$ cat src/rtl/common_pkg.sv
// Shared NoC widths, credit defaults and the packet payload layout.
package common_pkg;

  localparam int DEFAULT_VC_W       = 2;
  localparam int DEFAULT_X_W        = 4;
  localparam int DEFAULT_Y_W        = 4;
  localparam int DEFAULT_D_W        = 16;
  localparam int DEFAULT_VC_CREDITS = 4;

  localparam int NOC_PKT_W = DEFAULT_D_W + DEFAULT_X_W + DEFAULT_Y_W;

  // Field order matches the flattened req_packet slices: data in the MSBs, x in the LSBs.
  typedef struct packed {
    logic [DEFAULT_D_W-1:0] data;
    logic [DEFAULT_Y_W-1:0] y;
    logic [DEFAULT_X_W-1:0] x;
  } noc_packet_s;

  function automatic int noc_pkt_w(input int d_w, input int x_w, input int y_w);
    return d_w + x_w + y_w;
  endfunction

endpackage

$ cat src/rtl/noc_if.sv
// One NoC link: VC-tagged packet downstream, per-VC credit returns upstream.
interface noc_if
  import common_pkg::*;
#(
  parameter int VC_W = DEFAULT_VC_W,
  parameter int X_W  = DEFAULT_X_W,
  parameter int Y_W  = DEFAULT_Y_W,
  parameter int D_W  = DEFAULT_D_W
);

  localparam int PKT_W = noc_pkt_w(D_W, X_W, Y_W);

  logic [VC_W-1:0]  vc_target;
  logic [PKT_W-1:0] packet;
  logic [VC_W-1:0]  vc_credit_gnt;

  modport transmitter (
    output vc_target,
    output packet,
    input  vc_credit_gnt
  );

  modport receiver (
    input  vc_target,
    input  packet,
    output vc_credit_gnt
  );

endinterface

$ cat src/rtl/noc_rr_arbiter.sv
// Round-robin arbiter: one-hot0 grant, combinational from req; pointer moves past the winner on advance.
module noc_rr_arbiter #(
  parameter int N = 2
) (
  input  logic         clk,
  input  logic         rst,
  input  logic [N-1:0] req,
  input  logic         advance,
  output logic [N-1:0] gnt
);

  localparam int PTR_W = (N > 1) ? $clog2(N) : 1;

  logic [PTR_W-1:0] ptr;
  logic [PTR_W-1:0] ptr_nxt;
  logic [N-1:0]     req_rot;
  logic [N-1:0]     pick;
  logic [2*N-1:0]   gnt_dbl;

  // Rotate so the pointer VC sits at bit 0, take the lowest set bit, rotate back.
  assign req_rot = N'({req, req} >> ptr);
  assign pick    = req_rot & (~req_rot + N'(1));
  assign gnt_dbl = {{N{1'b0}}, pick} << ptr;
  assign gnt     = gnt_dbl[N-1:0] | gnt_dbl[2*N-1:N];

  always_comb begin
    ptr_nxt = ptr;
    for (int v = 0; v < N; v++) begin
      if (gnt[v]) begin
        ptr_nxt = (v == N - 1) ? '0 : PTR_W'(v + 1);
      end
    end
  end

  always_ff @(posedge clk) begin
    if (rst) begin
      ptr <= '0;
    end else if (advance && |gnt) begin
      ptr <= ptr_nxt;
    end
  end

endmodule

$ cat src/rtl/noc_vc_tx_sched.sv
// Credit-based VC transmit scheduler: round-robin over VCs holding credit, one packet per cycle,
// registered onto the link one cycle after req_ready.
module noc_vc_tx_sched
  import common_pkg::*;
#(
  parameter int VC_W    = DEFAULT_VC_W,
  parameter int X_W     = DEFAULT_X_W,
  parameter int Y_W     = DEFAULT_Y_W,
  parameter int D_W     = DEFAULT_D_W,
  parameter int CREDITS = DEFAULT_VC_CREDITS
) (
  input  logic                           clk,
  input  logic                           rst,
  input  logic [VC_W-1:0]                req_valid,
  output logic [VC_W-1:0]                req_ready,
  input  logic [VC_W*(D_W+X_W+Y_W)-1:0]  req_packet,
  noc_if.transmitter                     tx
);

  localparam int PKT_W = noc_pkt_w(D_W, X_W, Y_W);
  localparam int CNT_W = $clog2(CREDITS + 1);
  localparam logic [CNT_W-1:0] CNT_MAX = CNT_W'(CREDITS);

  logic [CNT_W-1:0] cnt [VC_W];
  logic [VC_W-1:0]  elig;
  logic [VC_W-1:0]  gnt;
  logic [VC_W-1:0]  sent;
  logic [PKT_W-1:0] sel_pkt;

  always_comb begin
    for (int v = 0; v < VC_W; v++) begin
      elig[v] = req_valid[v] && (cnt[v] != '0);
    end
  end

  noc_rr_arbiter #(.N(VC_W)) u_arb (
    .clk     (clk),
    .rst     (rst),
    .req     (elig),
    .advance (|sent),
    .gnt     (gnt)
  );

  assign req_ready = rst ? '0 : gnt;
  assign sent      = req_ready & req_valid;

  always_comb begin
    sel_pkt = '0;
    for (int v = 0; v < VC_W; v++) begin
      if (gnt[v]) begin
        sel_pkt = req_packet[v*PKT_W +: PKT_W];
      end
    end
  end

  // A send and a credit return on the same VC cancel; a return with the counter full saturates.
  always_ff @(posedge clk) begin
    for (int v = 0; v < VC_W; v++) begin
      if (rst) begin
        cnt[v] <= CNT_MAX;
      end else if (sent[v] && !tx.vc_credit_gnt[v]) begin
        cnt[v] <= cnt[v] - CNT_W'(1);
      end else if (!sent[v] && tx.vc_credit_gnt[v] && (cnt[v] != CNT_MAX)) begin
        cnt[v] <= cnt[v] + CNT_W'(1);
      end
    end
  end

  always_ff @(posedge clk) begin
    if (rst) begin
      tx.vc_target <= '0;
      tx.packet    <= '0;
    end else begin
      tx.vc_target <= sent;
      if (|sent) begin
        tx.packet <= sel_pkt;
      end
    end
  end

`ifndef SYNTHESIS
  initial begin
    assert (CREDITS >= 1) else $fatal(1, "noc_vc_tx_sched: CREDITS must be >= 1");
  end

  always @(posedge clk) begin
    if (!rst) begin
      assert ($onehot0(req_ready)) else $error("noc_vc_tx_sched: req_ready not one-hot0");
      for (int v = 0; v < VC_W; v++) begin
        assert (cnt[v] <= CNT_MAX) else $error("noc_vc_tx_sched: credit count above CREDITS");
        assert (!(sent[v] && cnt[v] == '0)) else $error("noc_vc_tx_sched: send on zero-credit VC");
        assert (!(tx.vc_credit_gnt[v] && !sent[v] && cnt[v] == CNT_MAX))
          else $error("noc_vc_tx_sched: credit overflow");
      end
    end
  end
`endif

endmodule

$ cat src/flat_wrapper.sv
// flat-port wrapper written by rule: the top's interface ports become plain ports
module noc_vc_tx_sched_flat import common_pkg::*;
#(
  parameter int VC_W    = DEFAULT_VC_W,
  parameter int X_W     = DEFAULT_X_W,
  parameter int Y_W     = DEFAULT_Y_W,
  parameter int D_W     = DEFAULT_D_W,
  parameter int CREDITS = DEFAULT_VC_CREDITS
)
  (clk, rst, req_valid, req_ready, req_packet, tx_vc_target, tx_packet, tx_vc_credit_gnt);
  noc_if #(.VC_W(VC_W), .X_W(X_W), .Y_W(Y_W), .D_W(D_W)) tx_i ();
  input  logic clk;
  input  logic rst;
  input  logic [VC_W-1:0] req_valid;
  output logic [VC_W-1:0] req_ready;
  input  logic [VC_W*(D_W+X_W+Y_W)-1:0] req_packet;
  output wire logic [$bits(tx_i.vc_target)-1:0] tx_vc_target;
  output wire logic [$bits(tx_i.packet)-1:0] tx_packet;
  input wire logic [$bits(tx_i.vc_credit_gnt)-1:0] tx_vc_credit_gnt;
  assign tx_vc_target = tx_i.vc_target;
  assign tx_packet = tx_i.packet;
  assign tx_i.vc_credit_gnt = tx_vc_credit_gnt;
  noc_vc_tx_sched #(.VC_W(VC_W), .X_W(X_W), .Y_W(Y_W), .D_W(D_W), .CREDITS(CREDITS)) u_core (.clk(clk), .rst(rst), .req_valid(req_valid), .req_ready(req_ready), .req_packet(req_packet), .tx(tx_i));
endmodule
$ cat config.mk
export PLATFORM = sky130hd
export DESIGN_NAME = noc_vc_tx_sched_flat
export DESIGN_NICKNAME = d
export VERILOG_FILES = /design/src/rtl/common_pkg.sv /design/src/rtl/noc_if.sv /design/src/rtl/noc_rr_arbiter.sv /design/src/rtl/noc_vc_tx_sched.sv /design/src/flat_wrapper.sv
export SDC_FILE = /design/constraint.sdc
export NUM_CORES = 1
export LEC_CHECK = 0
export CORE_ASPECT_RATIO = 1.75
export CORE_UTILIZATION = 44
export CTS_BUF_LIST = sky130_fd_sc_hd__clkbuf_16
export DETAILED_ROUTE_END_ITERATION = 16
export GPL_TIMING_DRIVEN = 0
export PLACE_DENSITY_LB_ADDON = 0.08
export REMOVE_ABC_BUFFERS = 1
export SYNTH_ARGS = -nofsm -noshare
export SYNTH_HDL_FRONTEND = slang
export SYNTH_SLANG_ARGS = --single-unit
$ cat constraint.sdc
create_clock -name clk -period 2.9 [get_ports clk]
set_input_delay 0.29 -clock clk [delete_from_list [all_inputs] [get_ports clk]]
set_output_delay 0.29 -clock clk [all_outputs]
set_load 0.05 [all_outputs]
Word level (Yosys, flattened, before mapping)
Memory sizes are Yosys's and may differ from the RTL's.
Index checks and enable logic that the tools add are counted.
{"block": "word_totals", "ff_bits": 27, "ramBits": 6, "in_bits": 54, "out_inout_bits": 28, "elab_cells": 65, "mem_count": 1}
{"block": "op_classes", "add_sub_neg": 5, "eq_ne": 2, "n_shift": 2, "mux": 25, "bitwise": 8, "n_reduce_logical": 19}
{"name": "u_core.cnt", "depth": 2, "width": 3, "rd": 2, "rd_clocked_by_memory_dff": 0, "write_ports": 2, "line_no": "noc_vc_tx_sched.sv:24", "source": "logic [CNT_W-1:0] cnt [VC_W];"}
{"cell": "$mux W24", "count": 2}
{"cell": "$mux W1", "count": 18}
{"cell": "$mux W3", "count": 4}
{"cell": "$logic_and A1 B1 Y1", "count": 9}
{"cell": "$add A3 B1 Y3 const B", "count": 2}
{"cell": "$ne A3 B3 Y1 const B", "count": 2}
{"cell": "$reduce_bool A3 Y1", "count": 2}
{"cell": "$sub A3 B1 Y3 const B", "count": 2}
{"cell": "$and A2 B2 Y2", "count": 2}
{"cell": "$logic_not A1 Y1", "count": 4}
{"cell": "$or A1 B1 Y1", "count": 4}
{"cell": "$reduce_or A2 Y1", "count": 2}
{"cell": "$shl A2 B1 Y4", "count": 1}
{"cell": "$shr A4 B1 Y2", "count": 1}
{"cell": "$add A2 B1 Y2 const B", "count": 1}
{"cell": "$mux W2", "count": 1}
{"cell": "$not A2 Y2", "count": 1}
{"cell": "$or A2 B2 Y2", "count": 1}
{"cell": "$reduce_and A2 Y1", "count": 1}
{"cell": "$reduce_bool A2 Y1", "count": 1}

Depth between registers and ports, before layout
{"block": "logic_depth", "depth_word": 18, "depth_mapped": 10, "ltp_nobuf": 9}

Hierarchy
A second synthesis with hierarchy kept.
{"block": "hier_totals", "hier_cells": 175, "hier_area_um2": 1773.0}
{"mod": "noc_vc_tx_sched", "n_inst": 1, "cells_each": 168, "area_each_um2": 1707.9, "seq_area_each_um2": 700.7}
{"mod": "noc_rr_arbiter", "n_inst": 1, "cells_each": 7, "area_each_um2": 65.1, "seq_area_each_um2": 20.0}

Least setup slack after synthesis
OpenSTA, ideal clock, no wires.
{"block": "synth_path", "path_kind": "flip-flop to output port", "startpoint": "memory u_core.cnt[0][0] (netlist name)", "endpoint": "output port req_ready[1]", "arrival_ps": 2231, "required_ps": 2610, "path_slack_ps": 379, "stages_incl_launch_ff": 7, "path_buffers": 2, "path_cell_list": "edfxtp_1 inv_1 ha_1 nand2b_1 buf_2 buf_2 a211oi_1"}
{"item": "from (decl)", "line_no": "noc_vc_tx_sched.sv:24"}
{"item": "to (decl)", "line_no": "flat_wrapper.sv:15", "source": "output logic [VC_W-1:0] req_ready;"}

==> metrics list <==
* Cell type with the largest total area after synthesis: sky130_fd_sc_hd__dfxtp_1
* Routed vias: 2025
- The slowest stage of the critical path is the sky130_fd_sc_hd__o31ai_4 cell.
- For this run, asynchronously set or reset flops after synthesis account for 0%.
- Worst Hold Launch: req_packet[34]
- Post-synth design cell area: 2060 um2
* Number of enable flip-flop cells after synthesis: 6
- Count of unique library cells instantiated by Yosys: 42
* Congestion Overflow GR: 0
* Placement-stage cell area: 2830 um2
- Num Clock Sinks: 33
- Largest vdd supply drop: 0.000476 V
- Rel. slew slack: 30.3%
- Synthesized flop and latch total: 33
- Setup clock skew after layout: 0.00706 ns
- The die covers 4960 um2.
- Path type of the worst min-delay path: primary input to flop
- Row generation in the floorplan step produced 32 rows.
- In the routed layout, each cell is associated on average with a via count of 6.35.
- Initial Util: 46.3%
- Filler instances: 355
- Aggregate routed wire length: 5740 um
* Max-slew violations: 0
- Pre-Repair DR Iteration Count: 4
- The clock passes through at most 2 buffers.
- The number of global-route vias before repair came to 2025.
* Number of remaining DRC errors: 0
- Of all nets on the critical path, the largest fanout is 18.
- Based on the critical path, the design can be clocked at up to 0.362 GHz.
- Number of I/O pins: 82
* Worst Reg2Reg Path Length in Cells: 9
- Final number of setup-violating endpoints: 0
- Walking the worst path, the cells encountered are o31ai_4 -> a211oi_1 -> clkdlybuf4s50_1.
* Leakage power figure: 1.24 nW
* CP startpoint kind: flop
- The H-tree generated during clock tree synthesis spans 2 levels.
- Entering global routing, the biggest net connects 45 pins.
* Die Width: 53.7 um
- By area the synthesized netlist is led by sky130_fd_sc_hd__dfxtp_1 (26%), sky130_fd_sc_hd__edfxtp_1 (8.8%), sky130_fd_sc_hd__a211oi_1 (8.4%).
- Count of maximum capacitance violations: 0
- Average wire length per cell after detail routing: 18.0 um
- The average instance in the mapped netlist occupies 10.2 um2.
* Die H: 92.4 um
- Post-route non-filler standard cell count: 319
- Initial DRC count: 55
* Inserted Clock Buffers: 5
- In the post-route analysis, the smallest setup slack over all paths is 0.138 ns.
* Unrepaired setup endpoints after global routing: false
* Capture endpoint of the worst hold path: u_core.tx.packet[10]$_SDFFE_PP0N_
- Input and output buffers added on the ports amount to 81.
- Together, buffers and inverters on the worst path number 1.
- TritonCTS built the clock tree.
- The worst hold path passes through 3 cells.
* Pre-CTS worst setup slack: -0.987 ns
- Power spread over the standard cell area amounts to 537 nW/um2.
* Ys Warns: 0
- Count of cell instances traversed by the critical path: 3
- STA puts the critical path data required time at 2.61 ns.
- Arr. time, crit path: 2.47 ns
- The worst setup path is of the flop to output port kind.
- Clk pin slew, worst setup/hold paths: 0.05 ns
- For flop-to-flop paths, the worst setup slack is 0.21 ns.
- Longest individual stage delay on the worst path: 0.81 ns
- Post-placement cell count: 308
- Area added between synthesis and finish: 45.5%
* Post-route antenna net violation count: 0
- Global router's overall resource usage: 25.0%
- Total negative slack: 0 ns
* Final Cycle Share: 95.2%
- The number of antenna violations at the first check in global routing came to 0.
- 0 antenna diodes ended up in the layout.
- In this run the critical register-to-register path is launched from u_core.cnt[0][0]$_DFFE_PP_.
- The wire-length estimate of the detail-placed layout is 3650 um.
- Pin slew with the least headroom to its limit: 1.05 ns
* Worst reg2reg endpoint: u_core.cnt[1][2]$_SDFFCE_PN1P_
- Cell family with the largest share of critical-path delay: compound AO/OA/AOI/OAI gates
- Post-layout minimum cycle time: 2.76 ns
* Ratio of cells with drive above 1 in the final layout: 9.70%
- Hold violation count in the final report: 0
- Library cell used as clock root buffer: sky130_fd_sc_hd__clkbuf_16
- Core Box Area: 4440 um2
* Synth Flop Type: sky130_fd_sc_hd__dfxtp_1
- Crit path launch: u_core.cnt[1][2]$_SDFFCE_PN1P_
* Synth Instances: 201
* Part of the Yosys area used for sequential elements: 35.1%
- The flow ran to the end, and the final reports show no timing, DRC or antenna violations.
* Final GP Congestion: 0.882
- The finished cells cover 2990 um2.
* Clock latency at the later pin of the worst-skew pair: 0.27 ns
- Global-route wire length before repair: 9390 um
- Top cell type's share of synthesized area: 26.3%
- For this run, the post-layout net count is 325.
- Endpoint class of the critical path: output port
[cell type report]
type | instances | area [um2] | share of cell area [%]
Multi-Input combinational cell | 126 | 1150 | 38.5
Clock inverter | 3 | 11.3 | 0.376
Inverter | 16 | 66.3 | 2.22
Sequential cell | 33 | 721 | 24.1
Tap cell | 51 | 63.8 | 2.13
Timing Repair inverter | 1 | 5.00 | 0.167
Clock buffer | 5 | 125 | 4.18
Timing Repair Buffer | 84 | 847 | 28.3
[synthesized netlist by cell type, drive strengths merged (2+ instances only)]
cell	number
xor2	2
nor4	2
dfxtp	27
a221o	15
ha	3
edfxtp	6
o2111a	15
clkbuf	12
o211ai	2
o311ai	5
a211oi	23
o211a	15
inv	15
nand4	2
buf	14
nor2b	3
nand2	4
nor2	2
a2111oi	2
a21oi	3
o41ai	9
mux2i	2
nand2b	2
nor3	3
[worst min-delay path, delay by kind of cell]
kind                   cells  cell delay (ns)
AO/OA/AOI/OAI              1             0.05
buffers and inverters      2             0.44
[cell families (layout without fill, tap and decap cells)]
family                     Yosys count  in the layout  synth area share, %
xor gates and xnor gates             3              3                 1.28
AOI/OAI and AO/OA                   96             96                 44.2
buffers and inverters               42            109                 9.37
and+or+nand+nor                     21             21                 6.27
adders and majority gates            4              4                 2.80
DFF                                 33             33                 35.1
muxes                                2              2                0.974
[where the power goes]
part | switching (mW) | internal (mW)
Combinational | 0.312 | 0.227
Sequential | 0.0517 | 0.525
Clock | 0.182 | 0.308
Total | 0.546 | 1.06
[worst max path at each step]
stage / slack, ns / to
finish: 0.14 / req_ready[1]
global route: 0.008 / u_core.cnt[1][2]$_SDFFCE_PN1P_
CTS: 0.03 / req_ready[0]
detailed placement: -0.99 / req_ready[0]
global placement: -1.71 / req_ready[0]
floorplan: -0.34 / u_core.tx.packet[0]$_SDFFE_PP0N_
[stage by stage]
step | utilization, % | power, mW | hold WS (ns)
after floorplan | - | 0.900 | 0.363
after global placement | 63.0 | 1.11 | 0.549
after detailed placement | 63.6 | 1.12 | 0.566
after CTS | 67.2 | 1.62 | 0.563
after global routing | 67.3 | 1.68 | 0.578
final | 67.3 | 1.61 | 0.564
[layout by cell type (no fill, tap or decap), types with 3 or more instances in the layout]
cell type,instances
sky130_fd_sc_hd__clkdlybuf4s50_1,79
sky130_fd_sc_hd__o311ai_0,5
sky130_fd_sc_hd__edfxtp_1,6
sky130_fd_sc_hd__ha_1,3
sky130_fd_sc_hd__a221o_1,7
sky130_fd_sc_hd__nor3_1,3
sky130_fd_sc_hd__a221o_2,8
sky130_fd_sc_hd__inv_1,16
sky130_fd_sc_hd__nand2_1,4
sky130_fd_sc_hd__o2111a_1,15
sky130_fd_sc_hd__clkbuf_16,5
sky130_fd_sc_hd__o211a_1,15
sky130_fd_sc_hd__a211oi_1,23
sky130_fd_sc_hd__o41ai_1,9
sky130_fd_sc_hd__dfxtp_1,27
[sequential cells by signal, summed over array words and instances (netlist names)]
name and cells:
u_core.tx.packet 24, u_core.cnt 6, u_core.tx.vc_target 2, u_core.u_arb.ptr 1
[per-layer routing]
metal	vias up	GRT usage, %	share of wire [%]
met3	9	6.73	5.7
met4	0	8.55	1.5
met2	74	41.6	52
met5	-	0	0
li1	959	-	-
met1	983	29.6	40
[what timing repair did]
action                                  4_1_cts  5_1_grt
cloned                                        1        0
gates resized for setup                       4        2
pin swaps                                     1        0
endpoints found under the setup margin        7        2
hold buffers                                  0        0
buffers inserted                              2        0
Note: power is estimated with default switching activity, not from simulation.
